**src/rtl/clk_timer_ctrl.sv**
```systemverilog
// clk_timer_ctrl: prescaler timebase with tick, square-wave clk_output and one-shot done.
// TIMER_CTRL_RELOAD_EN: shadowed config writes while running, applied on the next tick.
module clk_timer_ctrl #(
  parameter int CNT_W = 26,
  parameter int unsigned DEFAULT_DIV = 50000000
) (
  input  logic             clk_input,
  input  logic             reset,
  input  logic             cfg_we,
  input  logic [CNT_W-1:0] cfg_div,
  input  logic             cfg_mode,
  input  logic [7:0]       cfg_count,
  input  logic             start,
  input  logic             stop,
  input  logic             hold,
  output logic             tick,
  output logic             clk_output,
  output logic             done,
  output logic             busy,
  output logic             cfg_err
);
  typedef enum logic [1:0] {IDLE, RUN, HOLD, DONE} state_t;
  state_t state;
  logic [CNT_W-1:0] pre, div_reg, div_in;
  logic [7:0] remaining, count_reg, count_in;
  logic mode, active, term, fin, cfg_ok;
`ifdef TIMER_CTRL_RELOAD_EN
  logic [CNT_W-1:0] sh_div;
  logic [7:0] sh_count;
  logic sh_mode, sh_pend;
`endif
  assign div_in = (cfg_div == '0) ? CNT_W'(1) : cfg_div;
  assign count_in = (cfg_count == '0) ? 8'd1 : cfg_count;
  // the HOLD->RUN edge already advances, so each held cycle costs exactly one
  assign active = (state == RUN || state == HOLD) && !hold;
  assign term = active && pre == div_reg - CNT_W'(1);
  assign fin = term && mode && remaining == 8'd1;
  assign cfg_ok = state == IDLE || state == DONE;
  always_ff @(posedge clk_input or posedge reset) begin
    if (reset) begin
      state <= IDLE;
      pre <= '0;
      remaining <= 8'd1;
      div_reg <= CNT_W'(DEFAULT_DIV);
      mode <= 1'b0;
      count_reg <= 8'd1;
      tick <= 1'b0;
      clk_output <= 1'b0;
      done <= 1'b0;
      busy <= 1'b0;
      cfg_err <= 1'b0;
`ifdef TIMER_CTRL_RELOAD_EN
      sh_div <= CNT_W'(DEFAULT_DIV);
      sh_mode <= 1'b0;
      sh_count <= 8'd1;
      sh_pend <= 1'b0;
`endif
    end else begin
      tick <= 1'b0;
      done <= 1'b0;
      cfg_err <= 1'b0;
      if (stop) begin
        state <= IDLE;
        pre <= '0;
        clk_output <= 1'b0;
        busy <= 1'b0;
      end else if (start) begin
        state <= RUN;
        pre <= '0;
        remaining <= count_reg;
        busy <= 1'b1;
      end else begin
        if (state == RUN && hold) state <= HOLD;
        else if (state == HOLD && !hold) state <= RUN;
        if (active) pre <= term ? '0 : pre + CNT_W'(1);
        if (term) begin
          tick <= 1'b1;
          clk_output <= ~clk_output;
          if (mode) remaining <= remaining - 8'd1;
        end
        if (fin) begin
          state <= DONE;
          done <= 1'b1;
          busy <= 1'b0;
        end
        if (cfg_we && cfg_ok) begin
          div_reg <= div_in;
          mode <= cfg_mode;
          count_reg <= count_in;
`ifdef TIMER_CTRL_RELOAD_EN
          sh_pend <= 1'b0;
        end else if (cfg_we) begin
          sh_div <= div_in;
          sh_mode <= cfg_mode;
          sh_count <= count_in;
          sh_pend <= 1'b1;
        end
        // a write landing on the tick edge is transferred directly
        if (term && (sh_pend || cfg_we)) begin
          div_reg <= cfg_we ? div_in : sh_div;
          mode <= cfg_we ? cfg_mode : sh_mode;
          count_reg <= cfg_we ? count_in : sh_count;
          sh_pend <= 1'b0;
        end
`else
        end else if (cfg_we) cfg_err <= 1'b1;
`endif
      end
    end
  end
endmodule

```
**config.mk**
```make
export PLATFORM = sky130hd
export DESIGN_NAME = clk_timer_ctrl
export DESIGN_NICKNAME = d
export VERILOG_FILES = /design/src/rtl/clk_timer_ctrl.sv
export SDC_FILE = /design/constraint.sdc
export NUM_CORES = 1
export LEC_CHECK = 0
export CAP_MARGIN = 20
export CORE_MARGIN = 10
export CORE_UTILIZATION = 62
export DETAILED_ROUTE_END_ITERATION = 8
export GPL_ROUTABILITY_DRIVEN = 0
export PLACE_DENSITY = 0.81
export SLEW_MARGIN = 10
export SYNTH_ARGS = -nofsm -noshare
export SYNTH_HDL_FRONTEND = slang
export SYNTH_SLANG_ARGS = --single-unit
```
**constraint.sdc**
```tcl
create_clock -name clk_input -period 4.89 [get_ports clk_input]
set_input_delay 0.978 -clock clk_input [delete_from_list [all_inputs] [get_ports clk_input]]
set_output_delay 0.978 -clock clk_input [all_outputs]
set_load 0.1 [all_outputs]
```
==> results.py, run 1 <==
metrics = {
    "outcome": {
        "status": "finished clean",
    },
    "critical_path": {
        "endpoint_kind": "flop",
        "max_stage_delay_ns": 0.73,
        "crit_fanout": 22,
        "rr_startpoint": "div_reg[0]$_DFFE_PP0P_",
        "crit_required_ns": 5.10,
        "critPathTopFamily": "simple AND/OR/NAND/NOR gates",
        "path_buf_inv": 1,
        "start_kind": "flop",
        "worstSetupPathType": "reg -> reg",
        "arrival_ns": 4.16,
        "cp_slowest_cell": "or4b_1",
        "crit_start": "div_reg[0]$_DFFE_PP0P_",
        "worstPathCellList": "inv_1 > ha_1 > nor4b_4 > nand4_4 > or4_1 > a2111o_1 > or4b_1 > nand2_2 > o311ai_1",
    },
    "cts": {
        "hold_buffers": 0,
        "clk_pin_slew_ns": 0.07,
        "post-cts-setup-buffers": 0,
        "cts_tree": "done",
        "clock_path_buffers": 2,
        "cts_resized": 0,
        "h-tree-depth": 3,
        "cts_sinks": 76,
        "cts-root-buf": "clkbuf_8",
        "numCtsBuffers": 9,
        "insertion_delay_ns": 0.36,
    },
    "logic_synthesis": {
        "synth_edf_count": 0,
        "syn_area_sq_mm": 0.004815,
        "netlist_instances": 504,
        "synth_area_leaders": "dfrtp_1, mux2_2, dfstp_2",
        "yosysTopAreaCell": "dfrtp_1",
        "synth_top_cell_area_share": 0.3222,
        "ys_seq_area_frac": 0.3986,
        "synth.distinct_cells": 68,
        "synthArstFlopShare": 1.000,
        "ys_seq_elements": 76,
        "yosysWarnings": 0,
        "synth_nets": 551,
        "ys.flop_type": "dfrtp_1",
        "syn_area_per_cell_sq_um": 9.553,
    },
    "global_route": {
        "grt_pass1_wl_um": 19970,
        "grt_overflow": 0,
        "grt_max_degree": 42,
        "antenna_found_initial": 0,
        "use_met3": 0.04997,
        "grt_pass1_vias": 3944,
        "met2_usage": 0.3289,
        "grtUsageTotal": 0.2095,
        "busiest_layer": "met2",
        "met1_usage": 0.2825,
    },
    "place": {
        "dp_cells": 628,
        "io_buffers": 45,
        "dpl.hpwl_um": 8852,
    },
    "routing": {
        "wl_per_cell_um": 19.03,
        "via_count": 4161,
        "dr.pass1.iters": 5,
        "vias_per_cell": 6.461,
        "ant_nets": 0,
        "drc_errors": 0,
        "drt_iter0_markers": 356,
        "wl_um": 12260,
    },
    "die": {
        "rows": 32,
        "ios": 46,
        "die_x_um": 108.1,
        "start_util": 0.6296,
        "core_sq_mm": 0.007647,
        "die_h_um": 108.1,
        "die_area_sq_mm": 0.01169,
    },
    "timing": {
        "finalHoldViolCount": 0,
        "fin_crit_sh": 0.8066,
        "max_freq_mhz": 253.5,
        "skew_ns": 0.01254,
        "slew_headroom": 0.3397,
        "setup_viol": 0,
        "tightest_slew_ns": 0.9873,
        "rsz0062_at_grt": "false",
        "slew_viol_final": 0,
        "fin_crit_ns": 3.944,
        "setup_tns_ns": 0,
    },
    "hold_path": {
        "worstHoldStart": "count_reg[0]$_DFFE_PP1P_",
        "hp-class": "reg -> reg",
    },
    "finish": {
        "final_cell_mix": "dfrtp_1, clkdlybuf4s50_1, nand2_1, nor2_1, mux2_2",
        "final_common_cell": "dfrtp_1",
        "nNetsFinal": 584,
        "insertedDiodeCount": 0,
        "fin_cells": 644,
        "syn2layout_area_growth_pct": 14.94,
        "layout-drive-gt1-share": 0.1587,
    },
    "power": {
        "p_leak_nw": 2.111,
        "ir_drop_uv": 226.3,
        "power_density_mw_per_mm2": 353.9,
    },
    "job": {
        "cap_violations": 0,
    },
}
## metrics by stage
stage               cell area, sq um  power (mW)    util  worst slack (ns)  hold WS (ns)
detailed placement              5278       1.332  0.6901            0.9908        0.5050
finish                          5534       1.959  0.7237            0.9456        0.5129
CTS                             5534       1.957  0.7237            0.9804        0.5158
global placement                5278       1.313  0.6901             1.111        0.5005
floorplan                       4815       1.197       -             1.582        0.4813
global route                    5534       2.054  0.7237            0.6663        0.5421
## logic make-up after synthesis
| kind of cell | count (synthesis) | synth area share |
|---|---|---|
| multiplexers | 38 | 0.08758 |
| flip-flops | 76 | 0.3986 |
| buffers and inverters | 45 | 0.04600 |
| AND/OR/NAND/NOR | 216 | 0.2526 |
| adder cells (fa/ha/maj) | 6 | 0.01559 |
| AO/OA/AOI/OAI | 87 | 0.1312 |
| XOR/XNOR | 36 | 0.06835 |
## metal layers
layer  part of all wire  routed length, um  up-vias
li1                   -                  -     1948
met1               0.45               5497     2044
met2               0.47               5795      145
met3              0.062                766       24
met4              0.016                199        0
met5                  0                  0        -
## Yosys cell counts (8+ instances only)
library cell / count
dfrtp_1: 62
nand2_1: 44
nor2_1: 38
mux2_2: 33
nand3_1: 25
nand4_1: 25
clkbuf_1: 21
xnor2_1: 18
inv_1: 17
xor2_1: 17
nor3_1: 15
o311ai_1: 15
dfstp_2: 14
nor4_1: 14
o21ai_0: 11
a21oi_1: 9
and3_1: 9
or2_2: 8
## layout make-up
cell class                      instances  area (sq um)
Clock inverter                          5         125.1
Multi-Input combinational cell        383          2679
Inverter                               17         63.81
Fill cell                             564          2113
Timing Repair Buffer                   50         488.0
Sequential cell                        76          1919
Tap cell                              102         127.6
Clock buffer                           11         131.4
## power by group
group / internal [mW] / leakage [nW] / switching [mW] / total, mW
Clock: 0.390 / 0.128 / 0.234 / 0.625
Sequential: 0.741 / 0.953 / 0.133 / 0.874
Combinational: 0.228 / 1.03 / 0.232 / 0.460
## tightest hold or removal path, cell delays in order, from the launching register on
cell	delay (ns)
dfstp_2	0.37
nor2_1	0.09
a21oi_1	0.05
## worst paths after layout
check / to / slack, ns / cells past startpoint
hold reg to reg: count_reg[0]$_DFFE_PP1P_ / 0.51 / 2
setup reg to reg: pre[16]$_DFFE_PP0P_ / 0.95 / 9
max in group asynchronous: div_reg[13]$_DFFE_PP1P_ / 2.80 / 3
setup / recovery: pre[16]$_DFFE_PP0P_ / 0.95 / 9
min in group asynchronous: pre[0]$_DFFE_PP0P_ / 1.06 / 2
hold / removal: count_reg[0]$_DFFE_PP1P_ / 0.51 / 2
No activity file was read; power rests on OpenSTA's default activity.
==> run 2: changes to the inputs <==
--- a/config.mk
+++ b/config.mk
@@ -7,10 +7,10 @@
 export LEC_CHECK = 0
 export CAP_MARGIN = 20
 export CORE_MARGIN = 10
-export CORE_UTILIZATION = 62
+export CORE_UTILIZATION = 58
 export DETAILED_ROUTE_END_ITERATION = 8
 export GPL_ROUTABILITY_DRIVEN = 0
-export PLACE_DENSITY = 0.81
+export PLACE_DENSITY = 0.77
 export SLEW_MARGIN = 10
 export SYNTH_ARGS = -nofsm -noshare
 export SYNTH_HDL_FRONTEND = slang
==> constraint.sdc (replaced) <==
create_clock -name clk_input -period 4.1 [get_ports clk_input]
set_input_delay 0.82 -clock clk_input [delete_from_list [all_inputs] [get_ports clk_input]]
set_output_delay 0.82 -clock clk_input [all_outputs]
set_load 0.1 [all_outputs]
==> run 2 against run 1 <==
Final cell count up 0.62%. Combinational power up 20%. Critical path type unchanged. Flip-flop and latch count unchanged.
==> results.py, run 2 (synthesis gave the netlist of run 1 again) <==
metrics = {
    "routing": {
        "ant_nets": 0,
        "drc_errors": 0,
        "dr.pass1.iters": 5,
        "vias_per_cell": 6.412,
        "wl_um": 12190,
        "via_count": 4155,
        "drt_iter0_markers": 234,
        "wl_per_cell_um": 18.82,
    },
    "cts": {
        "cts_resized": 0,
        "cts_tree": "done",
        "h-tree-depth": 3,
        "clock_path_buffers": 2,
        "cts-root-buf": "clkbuf_8",
        "insertion_delay_ns": 0.36,
        "numCtsBuffers": 9,
        "post-cts-setup-buffers": 0,
        "cts_sinks": 76,
        "clk_pin_slew_ns": 0.09,
        "hold_buffers": 0,
    },
    "place": {
        "dpl_cell_area_sq_mm": 0.005314,
        "dpl.hpwl_um": 8993,
        "io_buffers": 45,
    },
    "finish": {
        "fill_cells": 643,
        "final_core_util": 0.6764,
        "syn2layout_area_growth_pct": 14.27,
        "ff_latch_area_sq_mm": 0.001919,
        "final_common_cell": "dfrtp_1",
        "final_cell_mix": "dfrtp_1, clkdlybuf4s50_1, nand2_1, nor2_1, mux2_2",
        "nNetsFinal": 585,
        "final_area_sq_mm": 0.005502,
        "insertedDiodeCount": 0,
        "multi_input_area_sq_mm": 0.002679,
        "layout-drive-gt1-share": 0.1639,
    },
    "power": {
        "p_int_mw": 1.410,
        "p_leak_nw": 2.084,
        "clkPwrFrac": 0.253,
        "p_switching_mw": 0.7296,
        "ir_drop_uv": 224.4,
        "swShare": 0.3410,
        "power_density_mw_per_mm2": 389.0,
        "p_seq_frac": 0.489,
        "p_comb_frac": 0.257,
    },
    "timing": {
        "fin_crit_sh": 0.9033,
        "fin_crit_ns": 3.704,
        "setup_tns_ns": 0,
        "finalHoldViolCount": 0,
        "skew_ns": 0.01231,
        "slew_headroom": 0.3498,
        "setup_viol": 0,
        "tightest_slew_ns": 0.9723,
        "max_freq_mhz": 270.0,
        "slew_viol_final": 0,
        "rsz0062_at_grt": "false",
    },
    "die": {
        "die_area_sq_mm": 0.01235,
        "die_h_um": 111.1,
        "ios": 46,
        "die_x_um": 111.1,
        "core_sq_mm": 0.008134,
        "start_util": 0.5919,
        "rows": 33,
    },
    "global_route": {
        "antenna_found_initial": 0,
        "grt_overflow": 0,
        "grtUsageTotal": 0.1969,
        "grt_pass1_vias": 4162,
        "grt_max_degree": 42,
        "grt_pass1_wl_um": 20670,
    },
    "critical_path": {
        "worstSetupPathType": "reg -> reg",
        "arrival_ns": 3.92,
        "endpoint_kind": "flop",
        "crit_required_ns": 4.32,
        "start_kind": "flop",
        "crit_fanout": 22,
    },
    "job": {
        "cap_violations": 0,
    },
    "hold_path": {
        "hp-class": "reg -> reg",
    },
    "outcome": {
        "status": "finished clean",
    },
}
==> run 2: changes by cell type in the layout (fill, tap and decap cells not counted) <==
cell | before | now
clkbuf_1 | 2 | 0
clkinv_4 | 0 | 1
clkbuf_8 | 9 | 11
buf_4 | 5 | 4
clkinvlp_4 | 0 | 3
buf_12 | 0 | 2
bufinv_16 | 4 | 0
==> run 2: power groups by stage <==
stage	Sequential, mW	Combinational [mW]	Clock (mW)
after CTS	1.04	0.548	0.551
after floorplan	1.00	0.427	0
after global placement	1.05	0.525	0
after global routing	1.06	0.607	0.587
final	1.05	0.551	0.542
after detailed placement	1.06	0.543	0
==> run 2: path summary, 6_finish.rpt <==
check / start / to / slack (ns) / cells past startpoint
setup / recovery: div_reg[0]$_DFFE_PP0P_ / pre[23]$_DFFE_PP0P_ / 0.40 / 9
max in group asynchronous: reset / div_reg[17]$_DFFE_PP1P_ / 2.43 / 3
min in group asynchronous: reset / div_reg[10]$_DFFE_PP0P_ / 0.91 / 2
hold / removal: count_reg[0]$_DFFE_PP1P_ / count_reg[0]$_DFFE_PP1P_ / 0.51 / 2
setup reg to reg: div_reg[0]$_DFFE_PP0P_ / pre[23]$_DFFE_PP0P_ / 0.40 / 9
hold reg to reg: count_reg[0]$_DFFE_PP1P_ / count_reg[0]$_DFFE_PP1P_ / 0.51 / 2
==> run 2: layout make-up <==
class	instances	share of cell area
multi-input combinational	383	0.4869
sequential	76	0.3489
timing repair buffer	51	0.09461
clock buffer	11	0.02752
tap	105	0.02388
inverter	17	0.01160
clock inverter	5	0.006595
==> run 2: metrics by stage <==
stage                     instances  power [mW]  hold WS [ns]  setup WS, ns
after detailed placement        632       1.601        0.4986        0.4850
after global placement          632       1.576        0.4893        0.5730
after floorplan                 504       1.427        0.4813        0.7916
after global routing            648       2.259        0.5464        0.2157
final                           648       2.140        0.5074        0.3964
after CTS                       648       2.142        0.5141        0.4285
==> run 2: per-layer routing <==
layer  global-route usage  part of all wire  up-vias
li1                     -                 -     1957
met1               0.2531              0.44     2033
met2               0.3211              0.48      139
met3              0.03463             0.054       26
met4              0.07541             0.024        0
met5                    0                 0        -
==> run 2: critical path, cell delays in order (launching register included) <==
cell and delay (ns):
dfrtp_1 0.43, inv_1 0.09, ha_1 0.25, nor4b_4 0.44, nand4_4 0.19, or4_1 0.54, a2111o_1 0.49, or4b_1 0.55
nand2_2 0.40, o311ai_1 0.17
==> run 3: changes to the inputs <==
--- a/config.mk
+++ b/config.mk
@@ -6,11 +6,12 @@
 export NUM_CORES = 1
 export LEC_CHECK = 0
 export CAP_MARGIN = 20
+export CORE_ASPECT_RATIO = 0.6
 export CORE_MARGIN = 10
 export CORE_UTILIZATION = 58
 export DETAILED_ROUTE_END_ITERATION = 8
 export GPL_ROUTABILITY_DRIVEN = 0
-export PLACE_DENSITY = 0.77
+export PLACE_DENSITY = 0.84
 export SLEW_MARGIN = 10
 export SYNTH_ARGS = -nofsm -noshare
 export SYNTH_HDL_FRONTEND = slang
==> run 3 against run 2 <==
Non-clock buffer count increased by 5. Critical path depth shrank 1. First-iteration DRC count grew 94%. Largest power group unchanged. Hold slack improved by 0.0013 ns. Flip-flop and latch count is the same. Final cell count increased by 1.2%. Power up 13%. Critical path type unchanged. Die area increased by 0.97%.
==> results.py, run 3 (synthesis gave the netlist of run 1 again) <==
metrics = {
    "outcome": {
        "status": "finished clean",
    },
    "timing": {
        "setup_tns_ns": 0,
        "fin_ws_ns": 0.5054,
        "rsz0062_at_grt": "false",
        "fin_crit_sh": 0.8767,
        "tightest_slew_ns": 0.9759,
        "finalHoldViolCount": 0,
        "slew_viol_final": 0,
        "skew_ns": 0.007077,
        "slew_headroom": 0.3474,
        "max_freq_mhz": 278.2,
        "fin_crit_ns": 3.595,
        "setup_viol": 0,
    },
    "critical_path": {
        "max_stage_delay_ns": 0.56,
        "worstPathCellList": "nor3_1 > nand2_1 > nor4b_2 > xnor2_1 > a2111o_1 > or4b_1 > nand2_2 > o311ai_1",
        "crit_fanout": 22,
        "cp_slowest_cell": "or4b_1",
        "start_kind": "flop",
        "endpoint_kind": "flop",
        "arrival_ns": 3.80,
        "worstSetupPathType": "reg -> reg",
        "crit_required_ns": 4.30,
    },
    "cts": {
        "cts-root-buf": "clkbuf_16",
        "clock_path_buffers": 2,
        "post-cts-setup-buffers": 0,
        "cts_tree": "done",
        "h-tree-depth": 3,
        "cts_sinks": 76,
        "hold_buffers": 0,
        "clk_pin_slew_ns": 0.06,
        "cts_resized": 0,
        "numCtsBuffers": 9,
        "insertion_delay_ns": 0.34,
    },
    "job": {
        "cap_violations": 0,
    },
    "power": {
        "ir_drop_uv": 296.8,
        "power_mw": 2.411,
        "p_leak_nw": 2.163,
        "power_density_mw_per_mm2": 427.6,
    },
    "global_route": {
        "grtUsageTotal": 0.2139,
        "grt_max_degree": 77,
        "grt_overflow": 0,
        "grt_pass1_vias": 4165,
        "grt_pass1_wl_um": 21650,
        "antenna_found_initial": 0,
    },
    "finish": {
        "nNetsFinal": 590,
        "final_cell_mix": "dfrtp_1, clkdlybuf4s50_1, nand2_1, nor2_1, mux2_2",
        "final_common_cell": "dfrtp_1",
        "final_core_util": 0.7068,
        "layout-drive-gt1-share": 0.1697,
        "insertedDiodeCount": 0,
        "syn2layout_area_growth_pct": 17.10,
        "final_area_sq_mm": 0.005638,
    },
    "die": {
        "die_area_sq_mm": 0.01246,
        "ios": 46,
        "die_x_um": 137.6,
        "core_sq_mm": 0.007976,
        "rows": 25,
        "die_h_um": 90.58,
        "start_util": 0.6036,
    },
    "routing": {
        "drc_errors": 0,
        "via_count": 4318,
        "ant_nets": 0,
        "dr.pass1.iters": 5,
        "vias_per_cell": 6.582,
        "drt_iter0_markers": 454,
        "wl_per_cell_um": 19.87,
        "wl_um": 13030,
    },
    "place": {
        "io_buffers": 45,
        "dpl.hpwl_um": 9574,
        "dp_slack_ns": 0.5632,
        "dpl_cell_area_sq_mm": 0.005343,
    },
    "hold_path": {
        "hp-class": "reg -> reg",
    },
}
run 3: report_power, final:
group | internal [mW] | total, mW | switching, mW
combinational | 0.277 | 0.568 | 0.291
sequential | 0.885 | 1.05 | 0.167
clock | 0.484 | 0.790 | 0.306
run 3: per-stage QoR:
step	std cells	hold slack, ns
after floorplan	504	0.4813
after global placement	640	0.4962
after detailed placement	640	0.4975
after CTS	656	0.5107
after global routing	656	0.5397
final	656	0.5087
run 3: routing by layer:
layer | vias to the layer above | share of wire | global-route usage
li1 | 1975 | - | -
met1 | 2075 | 0.46 | 0.3143
met2 | 237 | 0.42 | 0.2893
met3 | 31 | 0.099 | 0.06778
met4 | 0 | 0.016 | 0.05857
met5 | - | 0 | 0
run 3: layout make-up:
cell class | count | area [sq um]
multi-input combinational | 383 | 2679
fill | 600 | 2338
sequential | 76 | 1919
timing repair buffer | 56 | 545.5
clock buffer | 11 | 242.7
tap | 108 | 135.1
inverter | 17 | 63.81
clock inverter | 5 | 52.55
run 3: critical path, delay by kind of cell, from the launching register on:
family	cells	cell delay, ns
simple gates	5	2.22
xor+xnor	1	0.14
compound gates	2	0.63
flops	1	0.46
run 3: final timing paths:
kind                                                from                        to  slack (ns)  cells past startpoint
worst max register to register    div_reg[4]$_DFFE_PP0P_       pre[23]$_DFFE_PP0P_        0.51                      8
worst max-delay path              div_reg[4]$_DFFE_PP0P_       pre[23]$_DFFE_PP0P_        0.51                      8
max in group asynchronous                          reset    div_reg[7]$_DFFE_PP1P_        2.88                      3
worst min register to register  count_reg[6]$_DFFE_PP0P_  count_reg[6]$_DFFE_PP0P_        0.51                      1
worst min-delay path            count_reg[6]$_DFFE_PP0P_  count_reg[6]$_DFFE_PP0P_        0.51                      1
min in group asynchronous                          reset  count_reg[4]$_DFFE_PP0P_        0.88                      3
